`config.mk`:
```
export PLATFORM = sky130hd
export DESIGN_NAME = imm_encoder
export DESIGN_NICKNAME = d
export VERILOG_FILES = /design/src/rtl/imm_encoder_pkg.sv /design/src/rtl/imm_pack.sv /design/src/rtl/imm_encoder.sv
export SDC_FILE = /design/constraint.sdc
export NUM_CORES = 1
export LEC_CHECK = 0
export CAP_MARGIN = 20
export CORE_MARGIN = 5
export CORE_UTILIZATION = 40
export CTS_BUF_LIST = sky130_fd_sc_hd__clkbuf_8
export DETAILED_ROUTE_END_ITERATION = 10
export PLACE_DENSITY = 0.66
export SETUP_SLACK_MARGIN = 0.05
export SLEW_MARGIN = 20
export SYNTH_ARGS = -nofsm -noshare
export SYNTH_HDL_FRONTEND = slang
export SYNTH_SLANG_ARGS = --single-unit
```
`constraint.sdc`:
```
create_clock -name clk_i -period 5.7 [get_ports clk_i]
set_input_delay 1.425 -clock clk_i [delete_from_list [all_inputs] [get_ports clk_i]]
set_output_delay 1.425 -clock clk_i [all_outputs]
set_load 0.01 [all_outputs]
```
`src/rtl/imm_encoder_pkg.sv`:
```
// Shared definitions for the RV32 immediate encoder.
// Holds the opcode constants used by the core decoder and extractor, the
// immediate-format enum, and a helper that maps an opcode to its format.
package imm_encoder_pkg;

  localparam logic [6:0] OP_I = 7'b0010011;
  localparam logic [6:0] OP_L = 7'b0000011;
  localparam logic [6:0] OP_S = 7'b0100011;
  localparam logic [6:0] OP_B = 7'b1100011;
  localparam logic [6:0] OP_J = 7'b1101111;

  typedef enum logic [2:0] {
    FMT_I,
    FMT_S,
    FMT_B,
    FMT_J,
    FMT_BAD
  } imm_fmt_t;

  // Loads share the I-type immediate layout.
  function automatic imm_fmt_t fmt_of(input logic [6:0] opcode);
    imm_fmt_t fmt;
    case (opcode)
      OP_I, OP_L: fmt = FMT_I;
      OP_S:       fmt = FMT_S;
      OP_B:       fmt = FMT_B;
      OP_J:       fmt = FMT_J;
      default:    fmt = FMT_BAD;
    endcase
    return fmt;
  endfunction

endpackage

```
`src/rtl/imm_pack.sv`:
```
// Combinational packer: scatters an immediate and register fields into a
// 32-bit RV32 instruction word for the given format, and flags immediates
// that the format cannot represent.
// Ports:
//   fmt       in   immediate format (FMT_BAD always flags an error)
//   opcode    in   7-bit opcode, copied to inst[6:0]
//   rd/rs1/rs2 in  register fields (unused fields ignored per format)
//   funct3    in   funct3 field
//   imm       in   immediate in extractor units (B/J not shifted)
//   inst      out  encoded instruction word
//   range_err out  immediate out of range or unsupported format
module imm_pack
  import imm_encoder_pkg::*;
(
  input  imm_fmt_t    fmt,
  input  logic [6:0]  opcode,
  input  logic [4:0]  rd,
  input  logic [4:0]  rs1,
  input  logic [4:0]  rs2,
  input  logic [2:0]  funct3,
  input  logic [31:0] imm,
  output logic [31:0] inst,
  output logic        range_err
);

  // A 12-bit signed field fits when bits 31..11 are all copies of the sign;
  // the J field is 20 bits wide, so bits 31..19 must match.
  logic narrow_ok;
  logic wide_ok;

  assign narrow_ok = (&imm[31:11]) | ~(|imm[31:11]);
  assign wide_ok   = (&imm[31:19]) | ~(|imm[31:19]);

  always_comb begin
    inst      = '0;
    range_err = 1'b0;
    case (fmt)
      FMT_I: begin
        inst      = {imm[11:0], rs1, funct3, rd, opcode};
        range_err = !narrow_ok;
      end
      FMT_S: begin
        inst      = {imm[11:5], rs2, rs1, funct3, imm[4:0], opcode};
        range_err = !narrow_ok;
      end
      FMT_B: begin
        // imm[11] is the sign; imm[10] lands in bit 7 as in the base ISA.
        inst      = {imm[11], imm[9:4], rs2, rs1, funct3, imm[3:0], imm[10], opcode};
        range_err = !narrow_ok;
      end
      FMT_J: begin
        inst      = {imm[19], imm[9:0], imm[10], imm[18:11], rd, opcode};
        range_err = !wide_ok;
      end
      default: begin
        inst      = '0;
        range_err = 1'b1;
      end
    endcase
  end

endmodule

```
`src/rtl/imm_encoder.sv`:
```
// Two-stage immediate encoder feeding instruction memory.
// S1 captures a request and packs it (with range check); S2 holds the
// encoded word and its byte address until the sink accepts it.
// Ports:
//   clk_i, rst_i (async, active-high), clear_i (sync flush)
//   in_valid_i / in_ready_o            request handshake
//   opcode_i, rd_i, rs1_i, rs2_i, funct3_i, imm_i   request fields
//   out_valid_o / out_ready_i          output handshake
//   inst_o, addr_o                     encoded word and its byte address
//   err_o                              one-cycle pulse per dropped request
//   err_cnt_o                          saturating dropped-request count
//   busy_o                             either stage holds an entry
module imm_encoder
  import imm_encoder_pkg::*;
#(
  parameter int unsigned   AW        = 32,
  parameter logic [AW-1:0] BASE_ADDR = '0,
  parameter int unsigned   CW        = 8
) (
  input  logic          clk_i,
  input  logic          rst_i,
  input  logic          clear_i,
  input  logic          in_valid_i,
  output logic          in_ready_o,
  input  logic [6:0]    opcode_i,
  input  logic [4:0]    rd_i,
  input  logic [4:0]    rs1_i,
  input  logic [4:0]    rs2_i,
  input  logic [2:0]    funct3_i,
  input  logic [31:0]   imm_i,
  output logic          out_valid_o,
  input  logic          out_ready_i,
  output logic [31:0]   inst_o,
  output logic [AW-1:0] addr_o,
  output logic          err_o,
  output logic [CW-1:0] err_cnt_o,
  output logic          busy_o
);

  // S1 state: raw request fields, decoded format
  logic        s1_v;
  imm_fmt_t    s1_fmt;
  logic [6:0]  s1_opcode;
  logic [4:0]  s1_rd;
  logic [4:0]  s1_rs1;
  logic [4:0]  s1_rs2;
  logic [2:0]  s1_funct3;
  logic [31:0] s1_imm;

  logic [31:0] s1_inst;
  logic        s1_err;

  // S2 state
  logic        s2_v;

  logic out_fire;
  logic s1_adv;
  logic in_fire;

  imm_pack u_pack (
    .fmt       (s1_fmt),
    .opcode    (s1_opcode),
    .rd        (s1_rd),
    .rs1       (s1_rs1),
    .rs2       (s1_rs2),
    .funct3    (s1_funct3),
    .imm       (s1_imm),
    .inst      (s1_inst),
    .range_err (s1_err)
  );

  assign out_fire = s2_v && out_ready_i;
  // Error entries use the same advance rule so ordering of err_o pulses
  // matches request order relative to emitted words.
  assign s1_adv   = s1_v && (!s2_v || out_fire);
  // rst_i is included so the port reads 0 for the whole reset, not just
  // after the registers have cleared.
  assign in_ready_o = !rst_i && !clear_i && (!s1_v || s1_adv);
  assign in_fire    = in_valid_i && in_ready_o;

  assign err_o       = !clear_i && s1_adv && s1_err;
  assign out_valid_o = s2_v;
  assign busy_o      = s1_v | s2_v;

  always_ff @(posedge clk_i or posedge rst_i) begin
    if (rst_i) begin
      s1_v      <= 1'b0;
      s1_fmt    <= FMT_BAD;
      s1_opcode <= '0;
      s1_rd     <= '0;
      s1_rs1    <= '0;
      s1_rs2    <= '0;
      s1_funct3 <= '0;
      s1_imm    <= '0;
      s2_v      <= 1'b0;
      inst_o    <= '0;
      addr_o    <= BASE_ADDR;
      err_cnt_o <= '0;
    end else if (clear_i) begin
      // Flush wins over every handshake in the same cycle.
      s1_v      <= 1'b0;
      s2_v      <= 1'b0;
      inst_o    <= '0;
      addr_o    <= BASE_ADDR;
      err_cnt_o <= '0;
    end else begin
      if (in_fire) begin
        s1_v      <= 1'b1;
        s1_fmt    <= fmt_of(opcode_i);
        s1_opcode <= opcode_i;
        s1_rd     <= rd_i;
        s1_rs1    <= rs1_i;
        s1_rs2    <= rs2_i;
        s1_funct3 <= funct3_i;
        s1_imm    <= imm_i;
      end else if (s1_adv) begin
        s1_v <= 1'b0;
      end

      // S2 only changes when empty or draining, so inst_o is stable under stall.
      if (s1_adv && !s1_err) begin
        s2_v   <= 1'b1;
        inst_o <= s1_inst;
      end else if (out_fire) begin
        s2_v <= 1'b0;
      end

      if (out_fire) begin
        addr_o <= addr_o + AW'(4);
      end

      if (err_o && (err_cnt_o != {CW{1'b1}})) begin
        err_cnt_o <= err_cnt_o + CW'(1);
      end
    end
  end

endmodule

```
# ---- Yosys cells after proc, flatten, opt, wreduce, memory -nomap -nowiden
# Index checks and enable logic that the tools add are counted.
# W data, S select, Z words.
dict set report op_classes {
  n_addsub 2
  n_eq_ne 9
  n_mux 15
  bitwise 6
  reduce_logical 31
}
# operator count
set op_table {}
lappend op_table {{$mux W32} 4}
lappend op_table {{$pmux W32 S4} 1}
lappend op_table {{$add A32 B3 Y32 const B} 1}
lappend op_table {{$reduce_and A21 Y1} 1}
lappend op_table {{$reduce_or A21 Y1} 1}
lappend op_table {{$mux W8} 2}
lappend op_table {{$eq A7 B7 Y1 const B} 2}
lappend op_table {{$reduce_and A13 Y1} 1}
lappend op_table {{$reduce_or A13 Y1} 1}
lappend op_table {{$pmux W3 S4} 1}
lappend op_table {{$logic_and A1 B1 Y1} 9}
lappend op_table {{$add A8 B1 Y8 const B} 1}
lappend op_table {{$ne A8 B8 Y1 const B} 1}
lappend op_table {{$eq A7 B2 Y1 const B} 1}
lappend op_table {{$eq A7 B5 Y1 const B} 1}
lappend op_table {{$eq A7 B6 Y1 const B} 1}
lappend op_table {{$logic_not A1 Y1} 7}
lappend op_table {{$eq A3 B2 Y1 const B} 2}
lappend op_table {{$mux W1} 6}
lappend op_table {{$reduce_bool A2 Y1} 3}
lappend op_table {{$reduce_bool A3 Y1} 2}
lappend op_table {{$eq A3 B1 Y1 const B} 1}
lappend op_table {{$logic_not A3 Y1} 1}
lappend op_table {{$not A1 Y1} 3}
lappend op_table {{6 further kinds} 9}
dict set report word_totals {
  regBits 134
  inputBits 62
  word_cells 75
}

# ---- Longest topological paths before layout
dict set report depth {
  word_depth 9
  depth_mapped 8
  ltp_nobuf 6
}

# ---- Modules after synthesis
# Synthesis repeated with hierarchy kept, for this count alone.
dict set report hier_totals {
  hier_cells 611
  hier_area_um2 6506.2
}
# mod n_inst cells_per_inst area_per_inst_um2 seq_area_each_um2
set modules_own_cells {}
lappend modules_own_cells {imm_encoder 1 491 5805.6 3304.4}
lappend modules_own_cells {imm_pack 1 120 700.7 0.0}

# ---- Worst setup path before layout
# OpenSTA, ideal clock, no wires.
dict set report synth_path {
  kind {input -> output}
  start {in out_ready_i}
  end {out err_o}
  arrival_ps 2064
  slack_ps 2211
  cell_stages 3
  path_buffers 0
  path_cell_list {nor2b_1 > or3_1 > nor2_1}
}
dict set report synth_via {
  elab_chain_len 5
}
# item line
set synth_lines {}
lappend synth_lines {{start: declaration} imm_encoder.sv:32} ;# input logic out_ready_i,
lappend synth_lines {{$logic_and A1 B1 Y1} imm_encoder.sv:72} ;# assign out_fire = s2_v && out_ready_i;
lappend synth_lines {{$logic_or A1 B1 Y1} imm_encoder.sv:75} ;# assign s1_adv = s1_v && (!s2_v || out_fire);
lappend synth_lines {{$logic_and A1 B1 Y1} imm_encoder.sv:75}
lappend synth_lines {{$logic_and A1 B1 Y1 (2 in a row)} imm_encoder.sv:81} ;# assign err_o = !clear_i && s1_adv && s1_err;
lappend synth_lines {{end: declaration} imm_encoder.sv:35} ;# output logic err_o,
# No other way between the ends.

# ---- Final worst setup path
dict set report layout_path {
  start {reg s1_fmt[0]}
  end {out err_o}
}
dict set report layout_via {
  elab_chain_len 4
  word_cells_on_any_way 7
  cone_classes {eq/ne (3); mux (1); reduce/logical (3)}
}
# item line
set layout_lines {}
lappend layout_lines {{start: declaration} imm_encoder.sv:42} ;# imm_fmt_t s1_fmt;
lappend layout_lines {{start signal: assignment} imm_encoder.sv:109} ;# s1_fmt <= fmt_of(opcode_i);
lappend layout_lines {{$eq A3 B1 Y1 (tied with other cells)} imm_pack.sv:37} ;# case (fmt)
lappend layout_lines {{$reduce_or A3 Y1 (no source line)} -}
lappend layout_lines {{$pmux W1 S2 *} imm_pack.sv:37}
lappend layout_lines {{$logic_and A1 B1 Y1 *} imm_encoder.sv:81}
# Mark *: on every way between the ends. The rest lies on a longest branch, timed or not.

==> impl_metrics.yaml <==
clock_tree:
  clk_pin_slew_ns: 0.07
  clock_latency_ns: 0.44
  postCtsHoldBufs: 0
  cts_root_buffer: "clkbuf_8"
  cts_buffer_depth: 2
  cts_resized: 0
  cts_buffers: 17
  clock-sinks: 132
  cts_setup_buffers: 0
  cts_tree: "yes"
  cts.htree.levels: 4
worst_hold_path:
  hold_depth: 1
  hold_start: "inst_o[25]"
  hold_end: "inst_o[25]"
  hp-class: "reg -> reg"
synth:
  synth_area_leaders: "dfrtp_1 (54%), mux2_2 (11%), xnor2_1 (2.7%)"
  avgSynthCellArea_sq_um: 11.4
  synth_edf_count: 0
  syn_inst: 534
  seq_area_frac_synth_pct: 54.5
  synth_ff_type: "dfrtp_1"
  ys_warn_count: 0
  yosys.area.top_type_share_pct: 54.1
  synth_cell_types: 47
  netlist_area_sq_um: 6060
  yosysTopAreaCell: "dfrtp_1"
  async_reset_ff_share_pct: 100
  ys_seq_elements: 132
critical_path:
  cp_max_fo: 22
  crit_chain: "nand2_1 -> o31a_1 -> a221oi_4 -> nor2_1 -> clkdlybuf4s50_1"
  path_depth: 5
  required_ns: 4.28
  worst-path-buf-inv: 1
  cp_data_arrival_time_ns: 3.29
  endpoint_kind: "primary output"
  crit-reg2reg-launch: "s1_fmt[0]"
  critPathLaunchType: "register"
  r2r_end: "inst_o[14]"
  path_class: "reg -> out"
  critPathSlowestCell: "dfrtp_1"
  r2r_slack_ns: 2.45
  max_stage_delay_ns: 0.74
  ff2ff_path_depth: 5
  critPathTopFamily: "compound AO/OA/AOI/OAI gates"
detailed_routing:
  drtPass1Iterations: 4
  num_vias: 4612
  drt_iter0_drc: 164
  drt_wl_total_mm: 14.8
  wl_per_cell_um: 17.1
  drcViolationCount: 0
  antenna_left: 0
  vias_per_cell: 5.33
finish:
  fin_area_sq_um: 7960
  final_nets: 728
  area_growth_pct: 31.2
  antenna_cells: 0
  fillers: 1307
  layout_common_cells: "clkdlybuf4s50_1 (135), dfrtp_1 (131), mux2_2 (57), nor2_1 (37), o21ai_0 (26)"
  drive_above_1_share_pct: 15.5
  final_common_cell: "clkdlybuf4s50_1"
timing:
  clock.fmax_mhz: 212
  period_needed_ns: 4.72
  rsz0062_at_grt: "no"
  worstMarginPinSlew_ns: 0.844
  setup_viol: 0
  final.setup.tns_ns: 0
  drv_slew: 0
  relSlewSlack_pct: 43.5
  hold_violations: 0
  fin_crit_sh_pct: 82.8
  skew_ns: 0.0100
job:
  cap_violations: 0
global_route:
  overflow: 0
  antenna_found_initial: 0
  grt_pass1_vias: 4579
  grt.total_usage_pct: 17.0
  grt_max_degree: 65
  grt_pass1_wl_mm: 24.1
power_and_ir_drop:
  p_leak_nw: 3.17
  p_per_area_nw_per_um2: 259
  ir_drop_mv: 0.175
die:
  core_sq_um: 15000
  fp.dieW_um: 133
  io_pins: 138
  dieHeight_um: 133
  die_area_sq_um: 17700
  row_count: 45
  initial_core_util_pct: 40.3
placement:
  gp_congestion: 0.831
  dpl.hpwl_mm: 10.5
  dpl_cell_area_sq_um: 7570
  numPortBuffers: 135
status:
  run_status: "finished clean"
state kept, by name, indices dropped and copies added (netlist names):
name,flops
addr_o,30
s1_v,1
s1_rs2,5
s1_fmt,3
s1_funct3,3
s1_opcode,7
err_cnt_o,8
s1_imm,32
inst_o,32
out_valid_o,1
s1_rd,5
s1_rs1,5
per-layer routing:
metal | wire length (um) | global-route usage [%] | up-vias
met1 | 6680 | 22.3 | 2259
met3 | 943 | 5.59 | 17
met2 | 6960 | 26.8 | 133
met5 | 0 | 0 | -
li1 | - | - | 2203
met4 | 195 | 5.89 | 0
synthesized netlist by cell type, types with 2 or more instances:
library cell / number
and3_1: 4
nor2b_1: 2
nor2_1: 37
dfrtp_1: 131
xnor2_1: 19
nand2b_1: 10
a22o_1: 17
nand3_1: 16
nor3b_1: 9
and4_1: 4
o2bb2ai_1: 15
or4_1: 2
buf_4: 3
nand4_1: 12
nand2_1: 25
ha_1: 2
o21ai_0: 26
or3_1: 8
xor2_1: 7
a21oi_1: 19
clkbuf_1: 17
and2_1: 2
o31ai_1: 3
o211ai_1: 12
nor4_1: 11
inv_1: 12
nor3_1: 12
mux2i_1: 12
buf_1: 4
buf_2: 8
mux2_2: 57
final cells by class:
cell class | instances | area (sq um) | area share, %
multi-input combinational | 359 | 2580 | 32.4
inverter | 12 | 47.5 | 0.598
tap | 188 | 235 | 2.96
timing repair buffer | 142 | 1400 | 17.6
sequential | 132 | 3300 | 41.5
clock inverter | 14 | 138 | 1.73
clock buffer | 18 | 248 | 3.11
cells by family (layout without fill, tap and decap cells):
family | Yosys count | in the layout | share of synthesized area [%]
and+or+nand+nor | 158 | 158 | 13.8
muxes | 69 | 69 | 12.6
other | 1 | 2 | 0.0618
buffers and inverters | 44 | 186 | 3.07
adders and majority gates | 2 | 2 | 0.413
DFF | 132 | 132 | 54.5
xor gates and xnor gates | 26 | 26 | 3.76
AOI/OAI and AO/OA | 102 | 102 | 11.9
how the worst max path moves through the flow:
stage	from	to
2_1_floorplan	rst_i	addr_o[10]
3_3_place_gp	out_ready_i	err_o
3_5_place_dp	out_ready_i	err_o
4_1_cts	s1_fmt[0]	err_o
5_1_grt	s1_fmt[0]	err_o
6_report	s1_fmt[0]	err_o
where the power goes:
part | leakage [nW] | internal [mW] | total [mW] | switching (mW)
Combinational | 1.26 | 0.130 | 0.216 | 0.0861
Sequential | 1.72 | 1.02 | 1.08 | 0.0674
Clock | 0.190 | 0.395 | 0.764 | 0.368
Total | 3.17 | 1.54 | 2.06 | 0.522
stage by stage:
stage	util [%]	hold slack (ns)	setup slack (ns)	total power, mW	std cells
2_1_floorplan	-	0.467	0.751	1.22	535
3_3_place_gp	50.4	0.471	1.04	1.31	833
3_5_place_dp	50.4	0.475	1.07	1.32	833
4_1_cts	52.9	0.495	0.950	2.09	865
5_1_grt	52.9	0.514	0.709	2.16	865
6_report	52.9	0.490	0.980	2.06	865
Note: power is estimated with default switching activity, not from simulation.
